[src/rtl/adc_record_unpacker.sv]
// Purpose: validates 129-bit ADC trigger records, tags burst starts, buffers them and emits each as four 32-bit words.
// Latency: a record accepted in cycle t into an empty FIFO with the output idle gives its first word valid in cycle t+2.
// Backpressure: s_axis_tready falls while the FIFO is full and arriving records are dropped; m_axis_tready stalls the word sequencer.
module adc_record_unpacker #(
    parameter int          FIFO_DEPTH_LOG2 = 4,
    parameter int          PACKET_RECORDS  = 64,
    parameter logic [15:0] MARKER          = 16'hA1B2
) (
    input  logic                     aclk,
    input  logic                     aresetn,
    input  logic                     s_axis_tvalid,
    input  logic [128:0]             s_axis_tdata,
    output logic                     s_axis_tready,
    output logic                     m_axis_tvalid,
    input  logic                     m_axis_tready,
    output logic [31:0]              m_axis_tdata,
    output logic                     m_axis_tlast,
    input  logic                     flush,
    input  logic                     clear_stats,
    output logic [31:0]              records_received,
    output logic [31:0]              records_dropped,
    output logic [31:0]              marker_errors,
    output logic [15:0]              bursts_count,
    output logic [FIFO_DEPTH_LOG2:0] fifo_level
);
    localparam int DEPTH = 1 << FIFO_DEPTH_LOG2;
    localparam int PW    = FIFO_DEPTH_LOG2;
    localparam int LW    = FIFO_DEPTH_LOG2 + 1;
    // Entry layout: [112:49] C, [48:33] A, [32:17] B, [16:1] S, [0] start
    localparam int EW    = 113;
    localparam int PCW   = $clog2(PACKET_RECORDS) + 1;
    localparam logic [PCW-1:0] PKT_LAST = PCW'(PACKET_RECORDS - 1);
    localparam logic [LW-1:0]  LVL_FULL = LW'(DEPTH);

    typedef enum logic [2:0] {IDLE, W0, W1, W2, W3} state_t;

    state_t          state, state_nx;
    logic [EW-1:0]   mem [DEPTH];
    logic [EW-1:0]   hold;
    logic [EW-1:0]   wr_entry;
    logic [PW-1:0]   wr_ptr, rd_ptr;
    logic [63:0]     last_c, c_in;
    logic [PCW-1:0]  packet_cnt;
    logic            started, have_last, flush_pend;
    logic            full, empty, marker_ok, wr_en, drop_en, merr_en, start_bit;
    logic            pop, out_hs, last_hs;
    logic            unused_msb;

    assign unused_msb    = s_axis_tdata[128];
    assign full          = (fifo_level == LVL_FULL);
    assign empty         = (fifo_level == '0);
    // Ready only once out of reset; full is judged on the registered level, so a same-cycle pop frees nothing
    assign s_axis_tready = started & ~full;
    assign marker_ok     = (s_axis_tdata[15:0] == MARKER);
    // A bad marker is always a marker error, even when the FIFO is full
    assign merr_en       = s_axis_tvalid & ~marker_ok;
    assign wr_en         = s_axis_tvalid & marker_ok & s_axis_tready;
    assign drop_en       = s_axis_tvalid & marker_ok & ~s_axis_tready;
    assign c_in          = s_axis_tdata[127:64];
    // 64-bit addition wraps, so C=0 following C=2^64-1 counts as contiguous
    assign start_bit     = ~have_last | (c_in != last_c + 64'd1);
    assign wr_entry      = {c_in, s_axis_tdata[63:16], start_bit};

    assign m_axis_tvalid = (state != IDLE);
    assign out_hs        = m_axis_tvalid & m_axis_tready;
    assign last_hs       = out_hs & m_axis_tlast;

    // Marks the first clock after reset release so the source sees ready only then
    always_ff @(posedge aclk or negedge aresetn) begin
        if (!aresetn) started <= 1'b0;
        else          started <= 1'b1;
    end

    // Record storage; contents need no reset because occupancy is tracked separately
    always_ff @(posedge aclk) begin
        if (wr_en) mem[wr_ptr] <= wr_entry;
    end

    // FIFO pointers, occupancy and the output holding register
    always_ff @(posedge aclk or negedge aresetn) begin
        if (!aresetn) begin
            wr_ptr     <= '0;
            rd_ptr     <= '0;
            fifo_level <= '0;
            hold       <= '0;
        end else begin
            if (wr_en) wr_ptr <= wr_ptr + PW'(1);
            if (pop) begin
                rd_ptr <= rd_ptr + PW'(1);
                hold   <= mem[rd_ptr];
            end
            fifo_level <= fifo_level + LW'(wr_en) - LW'(pop);
        end
    end

    // Burst continuity tracking; a drop breaks continuity so the next accepted record starts a burst
    always_ff @(posedge aclk or negedge aresetn) begin
        if (!aresetn) begin
            have_last <= 1'b0;
            last_c    <= '0;
        end else if (wr_en) begin
            have_last <= 1'b1;
            last_c    <= c_in;
        end else if (drop_en) begin
            have_last <= 1'b0;
        end
    end

    // Saturating statistics; clear wins over a same-cycle increment
    always_ff @(posedge aclk or negedge aresetn) begin
        if (!aresetn) begin
            records_received <= '0;
            records_dropped  <= '0;
            marker_errors    <= '0;
            bursts_count     <= '0;
        end else if (clear_stats) begin
            records_received <= '0;
            records_dropped  <= '0;
            marker_errors    <= '0;
            bursts_count     <= '0;
        end else begin
            if (wr_en && records_received != '1)            records_received <= records_received + 32'd1;
            if (drop_en && records_dropped != '1)           records_dropped  <= records_dropped + 32'd1;
            if (merr_en && marker_errors != '1)             marker_errors    <= marker_errors + 32'd1;
            if (wr_en && start_bit && bursts_count != '1)   bursts_count     <= bursts_count + 16'd1;
        end
    end

    // Word sequencer state register
    always_ff @(posedge aclk or negedge aresetn) begin
        if (!aresetn) state <= IDLE;
        else          state <= state_nx;
    end

    // Next state and pop: W3 chains straight into the next record when one is waiting
    always_comb begin
        state_nx = state;
        pop      = 1'b0;
        case (state)
            IDLE: if (!empty) begin
                pop      = 1'b1;
                state_nx = W0;
            end
            W0: if (out_hs) state_nx = W1;
            W1: if (out_hs) state_nx = W2;
            W2: if (out_hs) state_nx = W3;
            W3: if (out_hs) begin
                if (!empty) begin
                    pop      = 1'b1;
                    state_nx = W0;
                end else begin
                    state_nx = IDLE;
                end
            end
            default: state_nx = IDLE;
        endcase
    end

    // Word selection from the holding register; stable while stalled since hold only loads on pop
    always_comb begin
        m_axis_tdata = '0;
        m_axis_tlast = 1'b0;
        case (state)
            W0: m_axis_tdata = hold[80:49];
            W1: m_axis_tdata = hold[112:81];
            W2: m_axis_tdata = hold[48:17];
            W3: begin
                m_axis_tdata = {hold[16:1], 15'b0, hold[0]};
                m_axis_tlast = (packet_cnt == PKT_LAST) | flush_pend;
            end
            default: m_axis_tdata = '0;
        endcase
    end

    // Packet framing: count records per packet; a flush closes the open packet at the next W3
    always_ff @(posedge aclk or negedge aresetn) begin
        if (!aresetn) begin
            packet_cnt <= '0;
            flush_pend <= 1'b0;
        end else begin
            if (last_hs)
                packet_cnt <= '0;
            else if (out_hs && state == W3)
                packet_cnt <= packet_cnt + PCW'(1);
            if (last_hs)
                flush_pend <= 1'b0;
            else if (flush && (state != IDLE || packet_cnt != '0))
                flush_pend <= 1'b1;
        end
    end
endmodule
[config.mk]
export PLATFORM = sky130hd
export DESIGN_NAME = adc_record_unpacker
export DESIGN_NICKNAME = d
export VERILOG_FILES = /design/src/rtl/adc_record_unpacker.sv
export SDC_FILE = /design/constraint.sdc
export NUM_CORES = 2
export LEC_CHECK = 0
export ABC_AREA = 0
export BUFFER_PORTS_ARGS = -buffer_cell sky130_fd_sc_hd__buf_4
export CORE_MARGIN = 1.5
export CORE_UTILIZATION = 56
export DETAILED_ROUTE_END_ITERATION = 6
export PLACE_DENSITY = 0.82
export SYNTH_ARGS = -nofsm -noshare
export SYNTH_HDL_FRONTEND = slang
export SYNTH_SLANG_ARGS = --single-unit
[constraint.sdc]
create_clock -name aclk -period 4.71 [get_ports aclk]
set_clock_uncertainty 0.15 [all_clocks]
set_input_delay 0.471 -clock aclk [delete_from_list [all_inputs] [get_ports aclk]]
set_output_delay 0.471 -clock aclk [all_outputs]
set_load 0.03 [all_outputs]
**After elaboration in Yosys (flattened, before gate mapping)**

Memory sizes are Yosys's and may differ from the RTL's. A register that Yosys moved wholly into a read port is not among the register bits.
Cells that the tools add are included.

- Flip-flop bits (word level): 202
- Bits in writable memories: 1,808
- Output and inout port bits: 152
- Memories: 1

Memory list:

| memory | depth | bits a word | rd ports | clocked after Yosys merged registers in | write ports | RTL line | RTL |
|---|---|---|---|---|---|---|---|
| mem | 16 | 113 | 1 | 1 | 1 | 38 | `logic [EW-1:0] mem [DEPTH];` |

- Add/sub/neg operators: 10
- Equality and inequality tests: 17
- Muxes and demuxes: 28
- Bitwise operators: 13
- Reductions and logical operators: 21

Operators with widths:

| cell | count |
|---|---|
| 32-bit two-way mux | 6 |
| 32-bit case mux with 4 select lines | 1 |
| 32-bit by 1-bit adder with 32-bit output (second input constant) | 3 |
| 32-bit inequality test (second input constant) | 3 |
| 64-bit by 1-bit adder with 64-bit output (second input constant) | 1 |
| 64-bit inequality test | 1 |
| 16-bit two-way mux | 2 |
| 16-bit by 1-bit adder with 16-bit output (second input constant) | 1 |
| 16-bit equality test (second input constant) | 1 |
| 16-bit inequality test (second input constant) | 1 |
| 3-bit two-way mux | 5 |
| 3-bit case mux with 5 select lines | 1 |
| 7-bit two-way mux | 2 |
| 2-bit nonzero test | 7 |
| 1-bit two-way mux | 10 |
| 2-bit inequality test (second input constant) | 5 |
| 4-bit by 1-bit adder with 4-bit output (second input constant) | 2 |
| 7-bit by 1-bit adder with 7-bit output (second input constant) | 1 |
| 1-bit AND | 7 |
| 7-bit by 6-bit equality test with 1-bit output (second input constant) | 1 |
| 1-bit logical AND | 7 |
| 7-bit nonzero test | 1 |
| 3-bit by 2-bit equality test with 1-bit output (second input constant) | 2 |
| 5-bit by 1-bit adder with 5-bit output | 1 |
| 13 further kinds | 17 |

**Depth between registers and ports, before layout**

- Word-level depth: 8
- Mapped depth: 17
- Depth with buffers taken out: 16

**Worst setup path after synthesis**

OpenSTA, ideal clock, no wires.

- Path type: register to register
- Start point: reg fifo_level[2]
- End point: mem mem[0][0] (enable)
- Setup time: 0.485 ns
- Arrival: 4.230 ns
- Data required time: 4.075 ns
- Slack: -0.155 ns
- Cell stages (with the launch flop): 9
- Cells stage by stage: dfrtp_1 > inv_1 > ha_1 > nand2_1 > o21ai_0 > nor3_1 > inv_1 > nor3_1 > and2_1

- Cells in the longest elaborated chain, start to end: 6

Ends and longest elaborated chain:

| what | RTL line | RTL |
|---|---|---|
| start: declaration | 24 | `output logic [FIFO_DEPTH_LOG2:0] fifo_level` |
| start signal: assignment | 92 | `fifo_level <= fifo_level + LW'(wr_en) - LW'(pop);` |
| 5-bit equality test | 50 | `assign full = (fifo_level == LVL_FULL);` |
| 1-bit inverter | 53 | `assign s_axis_tready = started & ~full;` |
| 1-bit AND | 53 |  |
| 1-bit AND | 57 | `assign wr_en = s_axis_tvalid & marker_ok & s_axis_tready;` |
| 1-bit two-way mux | 76 | `if (wr_en) mem[wr_ptr] <= wr_entry;` |
| 1-bit two-way mux (implied by the code) | 76 |  |
| end: declaration | 38 |  |

No other way between the ends.

**Final worst setup path**

- Start point: reg last_c[0]
- End point: mem mem[0][0] (data pin)

- Cells in the longest elaborated chain, start to end: 3

Ends and longest elaborated chain:

| what | RTL line | RTL |
|---|---|---|
| start: declaration | 42 | `logic [63:0] last_c, c_in;` |
| start signal: assignment | 103 | `last_c <= c_in;` |
| 64-bit by 1-bit adder with 64-bit output | 61 | `assign start_bit = ~have_last \| (c_in != last_c + 64'd1);` |
| 64-bit inequality test | 61 |  |
| 1-bit bitwise OR | 61 |  |
| via start_bit | 45 | `logic full, empty, marker_ok, wr_en, drop_en, merr_en, start_bit;` |

The timed path passes the listed nets, and every way through them passes these cells.

==> results.cfg <==
[clocking]
clock_path_buffers = 3
clk_latency_ps = 850
cts-hold-fix-buffers = 118
htreeDepth = 4
cts-resized-gates = 0
root_buffer = clkbuf_16
cts_inserted_buffers = 204
cts_tree = built
clkSinkCount = 2123
cts_setup_buffers = 0
clk_pin_slew_ps = 60

[pwr]
total_leakage_power_nw = 33.38
powerDensity_nw_per_um2 = 544.4
ir_worst_vdd_uv = 676.1
total_power_mw = 53.69

[synth]
synth_cell_types = 75
ys.flop_type = edfxtp_1
synth_edf_count = 1808
ys_async_sr_fraction_pct = 14.84
avgSynthCellArea_um2 = 19.90
synth_area_um2 = 84390
synthesis.nets = 4394
ys_seq_area_share_pct = 73.68
synth_cells = 4240
yosysWarnings = 0
ys_seq_elements = 2123

[floorplan]
rows = 142
fp.coreArea_um2 = 149800
dieArea_um2 = 153000
die_height_um = 391.2
io_pins = 287
initial_core_util_pct = 56.34
die_w_um = 391.2

[sta]
post-route-min-period_ps = 4324
setup_viol = 0
hold_viol = 0
fmax_mhz = 231.3
rsz0062_at_grt = no
worst_slew_pin_slew_ps = 1015
tns_ps = 0
period_share_pct = 91.80
relSlewSlack_pct = 32.31
drv_slew = 0

[cells_and_area]
final_cell_mix = edfxtp_1 (1,808), mux4_2 (565), buf_4 (354)
drive_gt1_share_pct = 30.10
mostFrequentLayoutCell = edfxtp_1
area_growth_pct = 16.86
nNetsFinal = 4935

[flow_run]
max-cap-violations = 0

[global_routing]
grt_antenna_before_repair = 19
grt-ovfl-total = 0
grt_max_degree = 124
track_usage_pct = 30.73
grt_pass1_vias = 48070
grt_pass1_wl_um = 334600

[critical_path]
cp-end-kind = flop
cp-start-kind = flop
crit_required_ps = 5030
r2r_slack_ps = 390
cp.arrival_ps = 4650
path_class = reg -> reg
worstPathMaxFanout = 16

[hold_path]
worstHoldPathType = in -> async

[routing]
vias_per_cell = 6.591
ant_nets = 0
drc = 0
drtIter0Drc = 5772
dr.pass1.iters = 5
wl_um = 231800
vias = 46060
post_drt_wl_per_cell_um = 33.17

[placed_design]
dp_hpwl_um = 128300
place_congestion = 0.9417
port_buffers = 285

[run_status]
status = finished clean
## worst paths after layout
| kind | from | end | depth (start not counted) |
|---|---|---|---|
| worst max-delay path | last_c[0] | mem[0][0] | 9 |
| worst min-delay path | aresetn | records_dropped[18] | 3 |
| worst max register to register | last_c[0] | mem[0][0] | 9 |
| worst min register to register | last_c[63] | last_c[63] | 2 |
| max in group asynchronous | aresetn | rd_ptr[0] | 3 |
| min in group aclk | s_axis_tdata[0] | have_last | 6 |
## cell usage after synthesis, types with 17 or more instances
library cell	count	area [µm²]
a21oi_1	44	220.2
a221o_1	17	170.2
a22o_1	17	148.9
and2_1	30	187.7
and3_1	30	187.7
and4_1	19	166.4
buf_1	35	131.4
clkbuf_1	162	608.1
dfrtp_1	315	7883
edfxtp_1	1808	54290
ha_1	18	225.2
inv_1	32	120.1
mux2_2	130	1464
mux4_2	565	12720
nand2_1	275	1032
nand3_1	66	330.3
nand4_1	69	431.7
nor2_1	146	548.0
nor3_1	36	180.2
nor4_1	25	156.4
o21ai_0	40	200.2
or3_1	33	206.5
xnor2_1	88	770.7
xor2_1	86	753.2
## layout make-up
cell class | count | area (µm²)
inverters | 32 | 120.1
diodes | 8 | 20.02
repair buffers | 543 | 5265
well taps | 2016 | 2522
fillers | 9136 | 51160
clock buffers | 272 | 5694
clock inverters | 117 | 1446
flip-flops and latches | 2123 | 62190
multi-input cells | 1877 | 21360
## metrics by stage
step                utilization [%]  worst slack (ps)  hold slack, ps  instance area (µm²)  instances
floorplan                         -              1093           25.41                84410       4240
global placement              60.27             521.9           221.9                90270       6473
detailed placement            60.27             421.7           221.2                90270       6473
CTS                           65.83             407.3           5.999                98600       6980
global route                  65.84             217.3           37.18                98610       6983
finish                        65.84             386.3           34.81                98620       6988
## registers in the layout, indices dropped and copies added, names as in the netlist, 7 cells and up
signal            flops
records_dropped      32
marker_errors        32
last_c               64
hold                113
bursts_count         16
records_received     32
packet_cnt            7
mem                1808
## critical path, cell delays in order, from the launching register on
cell and delay, ps:
dfrtp_1 460, ha_1 250, nand4_1 280, or4_1 730, nor4_1 380, xnor2_1 180, o31ai_1 110, nor4_1 390
nand4_1 290, or3_1 710
## logic make-up (layout without fill, tap and decap cells)
group | Yosys count | count (layout) | share of synthesized area [%]
flops | 2123 | 2123 | 73.68
compound gates | 190 | 190 | 1.557
xor+xnor | 174 | 174 | 1.806
other cells | 1 | 9 | 0.004444
mux | 704 | 704 | 16.92
buf+inv | 240 | 964 | 1.109
fa+ha+maj | 19 | 19 | 0.2906
simple gates | 789 | 789 | 4.638
## routing by layer
layer  GRT usage, %  vias to the layer above  wire [µm]
li1               -                    18340          -
met1          40.33                    24050      82430
met2          50.74                     3092     115700
met3          6.537                      560      24210
met4          12.04                       20       9299
met5              0                        -        125
## report_power, final
group	internal [mW]	total, mW	switching [mW]
clock	9.95	17.3	7.38
combinational	7.05	14.4	7.34
sequential	21.0	22.0	0.966
total	38.0	53.7	15.7
Power figures use the tool's default switching activity.
